$ cat src/rtl/mux_scan_seq_pkg.sv
// Shared definitions for the mux scan sequencer, the 10:1 word mux and the downstream stage.
// Holds the default geometry and the sequencer state encoding.
package mux_scan_seq_pkg;

  localparam int unsigned DATA_W = 16;
  localparam int unsigned NUM_IN = 10;
  localparam int unsigned SEL_W  = 4;
  // Wide enough for NUM_IN full-scale words, so the scan sum never wraps.
  localparam int unsigned SUM_W  = DATA_W + SEL_W;

  typedef enum logic [1:0] {
    StIdle = 2'd0,
    StCapt = 2'd1,
    StSend = 2'd2,
    StFin  = 2'd3
  } state_e;

  // Index of the final word in a scan.
  function automatic logic [SEL_W-1:0] last_idx();
    return SEL_W'(NUM_IN - 1);
  endfunction

endpackage

$ cat src/rtl/mux_scan_seq_if.sv
// Mux select/data pair plus the captured-word valid/ready stream of the scan sequencer.
// The master side is the sequencer; the slave side is the mux together with the consumer.
interface mux_scan_seq_if
  import mux_scan_seq_pkg::*;
#(
  parameter int unsigned DataW = DATA_W,
  parameter int unsigned SelW  = SEL_W
);

  logic [SelW-1:0]  mux_sel;
  logic [DataW-1:0] mux_data;
  logic [DataW-1:0] out_data;
  logic [SelW-1:0]  out_idx;
  logic             out_last;
  logic             out_valid;
  logic             out_ready;

  modport master (
    output mux_sel,
    input  mux_data,
    output out_data,
    output out_idx,
    output out_last,
    output out_valid,
    input  out_ready
  );

  modport slave (
    input  mux_sel,
    output mux_data,
    input  out_data,
    input  out_idx,
    input  out_last,
    input  out_valid,
    output out_ready
  );

endinterface

$ cat src/rtl/mux_scan_seq.sv
// Scan sequencer: steps the mux select over every input, registers each selected word
// and streams it out with its index, a last flag and a running sum of the scan.
module mux_scan_seq
  import mux_scan_seq_pkg::*;
#(
  parameter int unsigned DataW = DATA_W,
  parameter int unsigned NumIn = NUM_IN,
  parameter int unsigned SelW  = SEL_W,
  parameter int unsigned SumW  = SUM_W
) (
  input  logic             clk,
  input  logic             rst,
  input  logic             start,
  mux_scan_seq_if.master   bus,
  output logic             busy,
  output logic             done,
  output logic [SumW-1:0]  sum
);

  localparam logic [SelW-1:0] LastIdx = SelW'(NumIn - 1);

  state_e            state_q;
  // Doubles as the scan index: it equals idx in CAPT/SEND and is parked at 0 otherwise.
  logic [SelW-1:0]   sel_q;
  logic [DataW-1:0]  out_data_q;
  logic [SelW-1:0]   out_idx_q;
  logic              out_last_q;
  logic              out_valid_q;
  logic              busy_q;
  logic              done_q;
  logic [SumW-1:0]   sum_q;

  always_ff @(posedge clk) begin
    if (rst) begin
      state_q     <= StIdle;
      sel_q       <= '0;
      out_data_q  <= '0;
      out_idx_q   <= '0;
      out_last_q  <= 1'b0;
      out_valid_q <= 1'b0;
      busy_q      <= 1'b0;
      done_q      <= 1'b0;
      sum_q       <= '0;
    end else begin
      done_q <= 1'b0;
      unique case (state_q)
        StIdle: begin
          if (start) begin
            state_q <= StCapt;
            sel_q   <= '0;
            sum_q   <= '0;
            busy_q  <= 1'b1;
          end
        end
        StCapt: begin
          out_data_q  <= bus.mux_data;
          out_idx_q   <= sel_q;
          out_last_q  <= (sel_q == LastIdx);
          sum_q       <= sum_q + SumW'(bus.mux_data);
          out_valid_q <= 1'b1;
          state_q     <= StSend;
        end
        StSend: begin
          // Word and flags stay frozen until the consumer takes them.
          if (bus.out_ready) begin
            out_valid_q <= 1'b0;
            out_last_q  <= 1'b0;
            if (out_last_q) begin
              state_q <= StFin;
              sel_q   <= '0;
              done_q  <= 1'b1;
            end else begin
              state_q <= StCapt;
              sel_q   <= sel_q + SelW'(1);
            end
          end
        end
        StFin: begin
          state_q <= StIdle;
          busy_q  <= 1'b0;
        end
        default: begin
          state_q <= StIdle;
        end
      endcase
    end
  end

  assign bus.mux_sel   = sel_q;
  assign bus.out_data  = out_data_q;
  assign bus.out_idx   = out_idx_q;
  assign bus.out_last  = out_last_q;
  assign bus.out_valid = out_valid_q;
  assign busy          = busy_q;
  assign done          = done_q;
  assign sum           = sum_q;

endmodule

$ cat src/flat_wrapper.sv
// flat-port wrapper written by rule: the top's interface ports become plain ports
module mux_scan_seq_flat import mux_scan_seq_pkg::*;
#(
  parameter int unsigned DataW = DATA_W,
  parameter int unsigned NumIn = NUM_IN,
  parameter int unsigned SelW  = SEL_W,
  parameter int unsigned SumW  = SUM_W
)
  (clk, rst, start, busy, done, sum, bus_mux_sel, bus_mux_data, bus_out_data, bus_out_idx, bus_out_last, bus_out_valid, bus_out_ready);
  mux_scan_seq_if #(.DataW(DataW), .SelW(SelW)) bus_i ();
  input  logic clk;
  input  logic rst;
  input  logic start;
  output logic busy;
  output logic done;
  output logic [SumW-1:0] sum;
  output wire logic [$bits(bus_i.mux_sel)-1:0] bus_mux_sel;
  input wire logic [$bits(bus_i.mux_data)-1:0] bus_mux_data;
  output wire logic [$bits(bus_i.out_data)-1:0] bus_out_data;
  output wire logic [$bits(bus_i.out_idx)-1:0] bus_out_idx;
  output wire logic [$bits(bus_i.out_last)-1:0] bus_out_last;
  output wire logic [$bits(bus_i.out_valid)-1:0] bus_out_valid;
  input wire logic [$bits(bus_i.out_ready)-1:0] bus_out_ready;
  assign bus_mux_sel = bus_i.mux_sel;
  assign bus_i.mux_data = bus_mux_data;
  assign bus_out_data = bus_i.out_data;
  assign bus_out_idx = bus_i.out_idx;
  assign bus_out_last = bus_i.out_last;
  assign bus_out_valid = bus_i.out_valid;
  assign bus_i.out_ready = bus_out_ready;
  mux_scan_seq #(.DataW(DataW), .NumIn(NumIn), .SelW(SelW), .SumW(SumW)) u_core (.clk(clk), .rst(rst), .start(start), .bus(bus_i), .busy(busy), .done(done), .sum(sum));
endmodule
$ cat config.mk
export PLATFORM = sky130hd
export DESIGN_NAME = mux_scan_seq_flat
export DESIGN_NICKNAME = d
export VERILOG_FILES = /design/src/rtl/mux_scan_seq_pkg.sv /design/src/rtl/mux_scan_seq_if.sv /design/src/rtl/mux_scan_seq.sv /design/src/flat_wrapper.sv
export SDC_FILE = /design/constraint.sdc
export NUM_CORES = 1
export LEC_CHECK = 0
export CAP_MARGIN = 20
export CORE_MARGIN = 1.5
export CORE_UTILIZATION = 31
export DETAILED_ROUTE_END_ITERATION = 8
export PLACE_DENSITY = 0.65
export SYNTH_ARGS = -nofsm -noshare
export SYNTH_HDL_FRONTEND = slang
export SYNTH_SLANG_ARGS = --single-unit
$ cat constraint.sdc
create_clock -name clk -period 2.3 [get_ports clk]
set_input_delay 0.46 -clock clk [delete_from_list [all_inputs] [get_ports clk]]
set_output_delay 0.46 -clock clk [all_outputs]
set_load 0.005 [all_outputs]
==> impl_results.md <==
* Status: finished, final reports clean
* Post-synth top area cell: dfxtp_1
* Vias in the first global route at 2433
* Clock sink count at 50
* CTS tree: built
* Worst EP required at 2490 ps
* Chip Height at 94.1 um
* Max Fclk at 446 MHz
* Most common cell in the synthesized netlist: nand2_1
* Register area share after synthesis at 38.9%
* Kind of critical path: primary input to flip-flop
* Core ar. at 8130 um2
* # rows at 33
* Highest routed layer: met4
* DR WL/cell at 13.5 um
* Final Hold Viols at 0
* Cells after synthesis at 308
* Largest net degree at the start of global routing at 35
* Ys Warns at 0
* EDFF count, synth at 0
* Number of max-cap violations at 0
* Dominant cells by area after synthesis: dfxtp_1 (39%), ha_1 (8.8%), nand2_1 (8.3%), a21oi_1 (8.0%), nor2_1 (3.6%)
* Later-pin clock latency in the skew report at 290 ps
* Most used DFF post-synth: dfxtp_1
* Crit path capture type: flip-flop
* Net count after synthesis at 347
* Critical path fanouts, max at 5
* DR vias/cell at 4.94
* Area Overhead vs Synth at 50.3%
* Vias at 2528
* Asr flop ratio synth at 0%
* Initial DRC count at 124
* Fillers at 797
* Slew @ Worst Pin at 493 ps
* Gpl congestion at 0.833
* Crit path from: bus_mux_data[7]
* Clk pin slew, worst setup/hold paths at 90 ps
* Final worst path period need at 2240 ps
* Setup Skew at 9.53 ps
* Detailed Routing Iterations Pass 1 at 4
* CTS HTree Levels at 2
* DR DRC count at 0
* Layout cell share with drive strength beyond 1 at 18.2%
* Post-route ant nets at 0
* Seq cells post-synth at 50
* CTS Buf Count at 5
* Met3 wire len at 321 um
* Final period utilization at 97.4%
* Detail Placement HPWL at 4870 um
* DIE AREA at 8850 um2
* Area share of the largest cell type after synthesis at 38.9%
* Final Max Slew Viols at 0
* Final #Nets at 445
* Final Util at 47.5%
* Setup Viol. Count Final at 0
* WL final at 6940 um
* WP data arrival at 2430 ps
* Diodes inserted at 0
* Initial antenna violation count at 0
* Leak at 1.47 nW
* P per Cell Area at 503 nW/um2
* Setup crit start kind: primary input
* Hold WS at 459 ps
* Hold Startpoint: u_core.bus.out_data[14]
* First-pass GRT wire length at 11200 um
* Initial core utilization at 31.6%
* Worst slew margin at 66.8%
* DRT met1 WL at 3320 um
* I/O Buffers at 67
* Chip Width at 94.1 um
* GR Overflow Total at 0
* Synth unique cells at 45
* Worst Hold Class: flip-flop to flip-flop
* Max VDD drop at 0.000254 V
* Synth Cell Area at 2570 um2
* Hold-fix buffers at CTS at 0
* Tot GR Track Use at 15.9%
* Worst r2r src: u_core.sum[0]
* Clock tree root buffer cell: clkbuf_8
* Met2 WL at 3270 um
* Commonest cells post-synth: nand2_1 (57), dfxtp_1 (50), a21oi_1 (41), nor2_1 (25), ha_1 (18)
* # IOs at 68
* Clock buffer depth at 2
* Mapped Avg Cell Area at 8.35 um2
placed cells by master (no fill, tap or decap), types with 4 or more instances in the layout:
cell / synthesis / layout
o21ai_0: 8 / 7
a22oi_1: 8 / 8
ha_4: 0 / 8
nor2b_1: 6 / 5
a22o_1: 8 / 8
a21oi_1: 41 / 41
clkbuf_8: 0 / 5
buf_4: 0 / 39
xor2_1: 8 / 8
dlygate4sd2_1: 0 / 5
nand2_1: 57 / 56
nor2_1: 25 / 24
ha_1: 18 / 9
dfxtp_1: 50 / 50
clkdlybuf4s50_1: 0 / 59
xnor2_1: 8 / 8
o21ai_1: 3 / 4
logic make-up after synthesis:
kind of cell / Yosys count / synth area share [%]
adders and majority gates: 19 / 9.54
AOI/OAI and AO/OA: 93 / 23.6
xor gates and xnor gates: 16 / 5.45
and+or+nand+nor: 112 / 19.8
DFF: 50 / 38.9
buffers and inverters: 18 / 2.68
state kept, by name, summed over array words and instances (netlist names):
name	count
u_core.done	1
u_core.bus.out_valid	1
u_core.bus.out_idx	4
u_core.state_q	2
u_core.sum	20
u_core.bus.out_last	1
u_core.bus.mux_sel	4
u_core.bus.out_data	16
u_core.busy	1
through the flow:
stage,area (um2),total power (W),setup WS [ps],setup TNS (ps),cells
final,3860,0.00194,60.1,0,512
after detailed placement,3570,0.00140,-429,-4000,499
after global routing,3860,0.00205,-24.9,-24.9,512
after floorplan,2570,0.00118,135,0,308
after CTS,3770,0.00194,3.77,0,512
after global placement,3570,0.00140,-428,-3870,499
worst paths after layout:
path                              to  slack [ps]  cells past startpoint
min          u_core.bus.out_data[14]         460                      2
min reg2reg  u_core.bus.out_data[14]         460                      2
max reg2reg           u_core.sum[18]         130                      9
max                   u_core.sum[14]          60                     10
report_power, final:
| part | internal, W | switching, W | total [W] | leakage, nW |
|---|---|---|---|---|
| clock network | 0.000216 | 0.000298 | 0.000513 | 0.0452 |
| logic | 0.000260 | 0.000232 | 0.000492 | 1.02 |
| registers | 0.000903 | 0.0000336 | 0.000936 | 0.406 |
critical path, cell delays in order:
cell	delay, ps
clkdlybuf4s50_1	550
ha_4	250
nand3_2	110
o21ai_1	70
a31oi_1	250
o21ai_4	120
buf_4	160
a31oi_2	180
xnor2_1	90
a22o_1	180
layer usage:
layer  up-vias  track usage (%)
met3         2             3.40
met5         -                0
li1       1279                -
met2        61             27.7
met4         0             2.99
met1      1186             20.1
final cells by class:
| cell class | instances | area (um2) | share of cell area [%] |
|---|---|---|---|
| Tap cell | 105 | 131 | 3.40 |
| Sequential cell | 50 | 1000 | 25.9 |
| Clock buffer | 6 | 72.6 | 1.88 |
| Clock inverter | 2 | 13.8 | 0.356 |
| Multi-Input combinational cell | 240 | 1670 | 43.2 |
| Inverter | 3 | 11.3 | 0.291 |
| Timing Repair Buffer | 106 | 965 | 25.0 |
repair_timing:
action                     CTS  global route
pin swaps                   13             5
setup buffers                5             0
setup endpoints to repair    8            10
resized for setup           17            13
(Power assumes the default switching activity.)
==> patch, RTL diff (same flow settings) <==
Set the package constant `DATA_W` to 32 (it was 16).
--- a/src/rtl/mux_scan_seq_pkg.sv
+++ b/src/rtl/mux_scan_seq_pkg.sv
@@ -3,5 +3,5 @@
 package mux_scan_seq_pkg;
 
-  localparam int unsigned DATA_W = 16;
+  localparam int unsigned DATA_W = 32;
   localparam int unsigned NUM_IN = 10;
   localparam int unsigned SEL_W  = 4;
Interface: changed (resized bus_mux_data, bus_out_data and sum); port bits go from 68 to 116. No check against the original RTL was run, so the function may have changed too.
==> patch against the original RTL <==
The flow now finishes with violations (DRC, setup timing); power grew 120%; sequential share of layout area shrank 5.5 points; worst setup slack lost 0.24 ns; sequential cell count grew 32; area after synthesis grew 83%; first-iteration DRC count grew 100%; combinational power grew to 2.5 times the old value; utilization grew 7.8 points; non-clock buffer count grew 166; sequential power grew 66%; register-to-register slack lost 0.31 ns; wire length grew 130%; cell area grew 110%.
==> patch: results (changes against the original RTL) <==
[placement] Detail Placement HPWL 11.5 mm [+140%]
[final_layout] max reg flops 36 [+80%]
[global_routing] met3 usage 5.23% [+1.8 points]
[synth] net count after synthesis 650 [+87%]
[final_layout] Multi-input gate area 0.00352 sq mm [+110%]
[synth] synth cell count leaders 104 x sky130_fd_sc_hd__nand2_1, 82 x sky130_fd_sc_hd__dfxtp_1, 76 x sky130_fd_sc_hd__a21oi_1, 45 x sky130_fd_sc_hd__nor2_1, 34 x sky130_fd_sc_hd__ha_1
[run_status] result of the run complete, but fails checks
[sta] # setup viols final 18 [+18]
[synth] share of the yosys chip area belonging to registers 34.9% [-4.0 points]
[placement] number of instances in the placed design 989 [+98%]
[pwr] Peak supply drop 322 uV [+27%]
[run_status] violations in the final reports DRC, setup timing
[worst_setup_path] largest stage delay on the critical path 0.34 ns [-0.21 ns]
[final_layout] number of multi-input logic gates 454 [+89%]
[final_layout] Layout non-clock buf frac 29.0% [+4.0 points]
[sta] clock skew 0.0119 ns [+0.00241 ns]
[synth] number of unique standard cell types used by synthesis 58 [+29%]
[pwr] power in sequential cells 1550 uW [+66%]
[detailed_routing] aggregate routed wire length 16.1 mm [+130%]
[detailed_routing] # DRC 5 [+5]
[global_routing] global-route wire length before repair 26.2 mm [+130%]
[detailed_routing] met1 wire length 7.32 mm [+120%]
[clock_tree] number of buffers inserted to repair setup after CTS 13 [+8]
[clock_tree] clock-pin transition on the worst setup and hold timing paths 0.07 ns [-0.02 ns]
[detailed_routing] number of DRC violations after detailed-routing iteration 0 249 [+100%]
[detailed_routing] detailed route wirelength on metal3 708 microns [+120%]
[global_routing] met1 usage in global routing 25.3% [+5.1 points]
[global_routing] vias in the first global route 5,297 [+120%]
[detailed_routing] first drt pass iteration count 9 [+5]
[final_layout] fraction of area in clock buffers and inverters 3.79% [+1.6 points]
[placement] Worst Setup Slack post-DPL -0.926 ns [-0.496 ns]
[global_routing] total global routing track utilization 20.4% [+4.6 points]
[pwr] clock network power 1550 uW [+200%]
[clock_tree] number of resized instances in the post-cts repair step 112 [+95]
[final_layout] net count of the finished layout 901 [+100%]
[placement] GPL Wtd Cong 0.863 [+3.6%]
[clock_tree] clock network latency to the later pin of the worst-skew pair 0.35 ns [+0.06 ns]
[final_layout] sequential cell count 82 [+64%]
[detailed_routing] via/cell ratio 5.04 [+2.0%]
[final_layout] non-clock inverter count in the final layout 11 [+8]
[final_layout] clock buffer count in the final layout 9 [+3]
[sta] setup slack after layout -0.180 ns [-0.240 ns]
[sta] worst-margin pin slew 0.544 ns [+0.0507 ns]
[worst_setup_path] crit path max fanout 3 [-2]
patch: cell types whose count changed in the layout (fill, tap and decap cells not counted), moves of 16 or more:
cell | before | now
sky130_fd_sc_hd__a21oi_1 | 41 | 67
sky130_fd_sc_hd__buf_4 | 39 | 151
sky130_fd_sc_hd__clkdlybuf4s50_1 | 59 | 88
sky130_fd_sc_hd__nand2_1 | 56 | 101
sky130_fd_sc_hd__ha_4 | 8 | 24
sky130_fd_sc_hd__dfxtp_1 | 50 | 74
patch: final timing paths:
path,from,endpoint,slack (ns),cells after the start
setup / recovery,u_core.sum[4]$_SDFFE_PP0P_,u_core.sum[31]$_SDFFE_PP0P_,-0.18,13
hold / removal,u_core.bus.out_data[13]$_SDFFE_PP0P_,u_core.bus.out_data[13]$_SDFFE_PP0P_,0.45,2
setup reg to reg,u_core.sum[4]$_SDFFE_PP0P_,u_core.sum[31]$_SDFFE_PP0P_,-0.18,13
hold reg to reg,u_core.bus.out_data[13]$_SDFFE_PP0P_,u_core.bus.out_data[13]$_SDFFE_PP0P_,0.45,2
patch: kinds of logic after synthesis:
logic type                 synth area share [%]
buffers and inverters                      4.31
muxes                                     0.426
AOI/OAI and AO/OA                          26.2
and+or+nand+nor                            19.1
adders and majority gates                  9.48
DFF                                        34.9
xor gates and xnor gates                   5.59
patch: per-stage QoR:
stage | total power, uW | instance area [sq um] | TNS [ns] | util, %
global route | 4550 | 8100 | -3.60 | 55.3
CTS | 4350 | 8000 | -1.25 | 54.6
detailed placement | 2690 | 7230 | -19.87 | 49.4
finish | 4350 | 8100 | -1.90 | 55.3
global placement | 2670 | 7230 | -19.06 | 49.4
floorplan | 2120 | 4960 | -1.30 | -
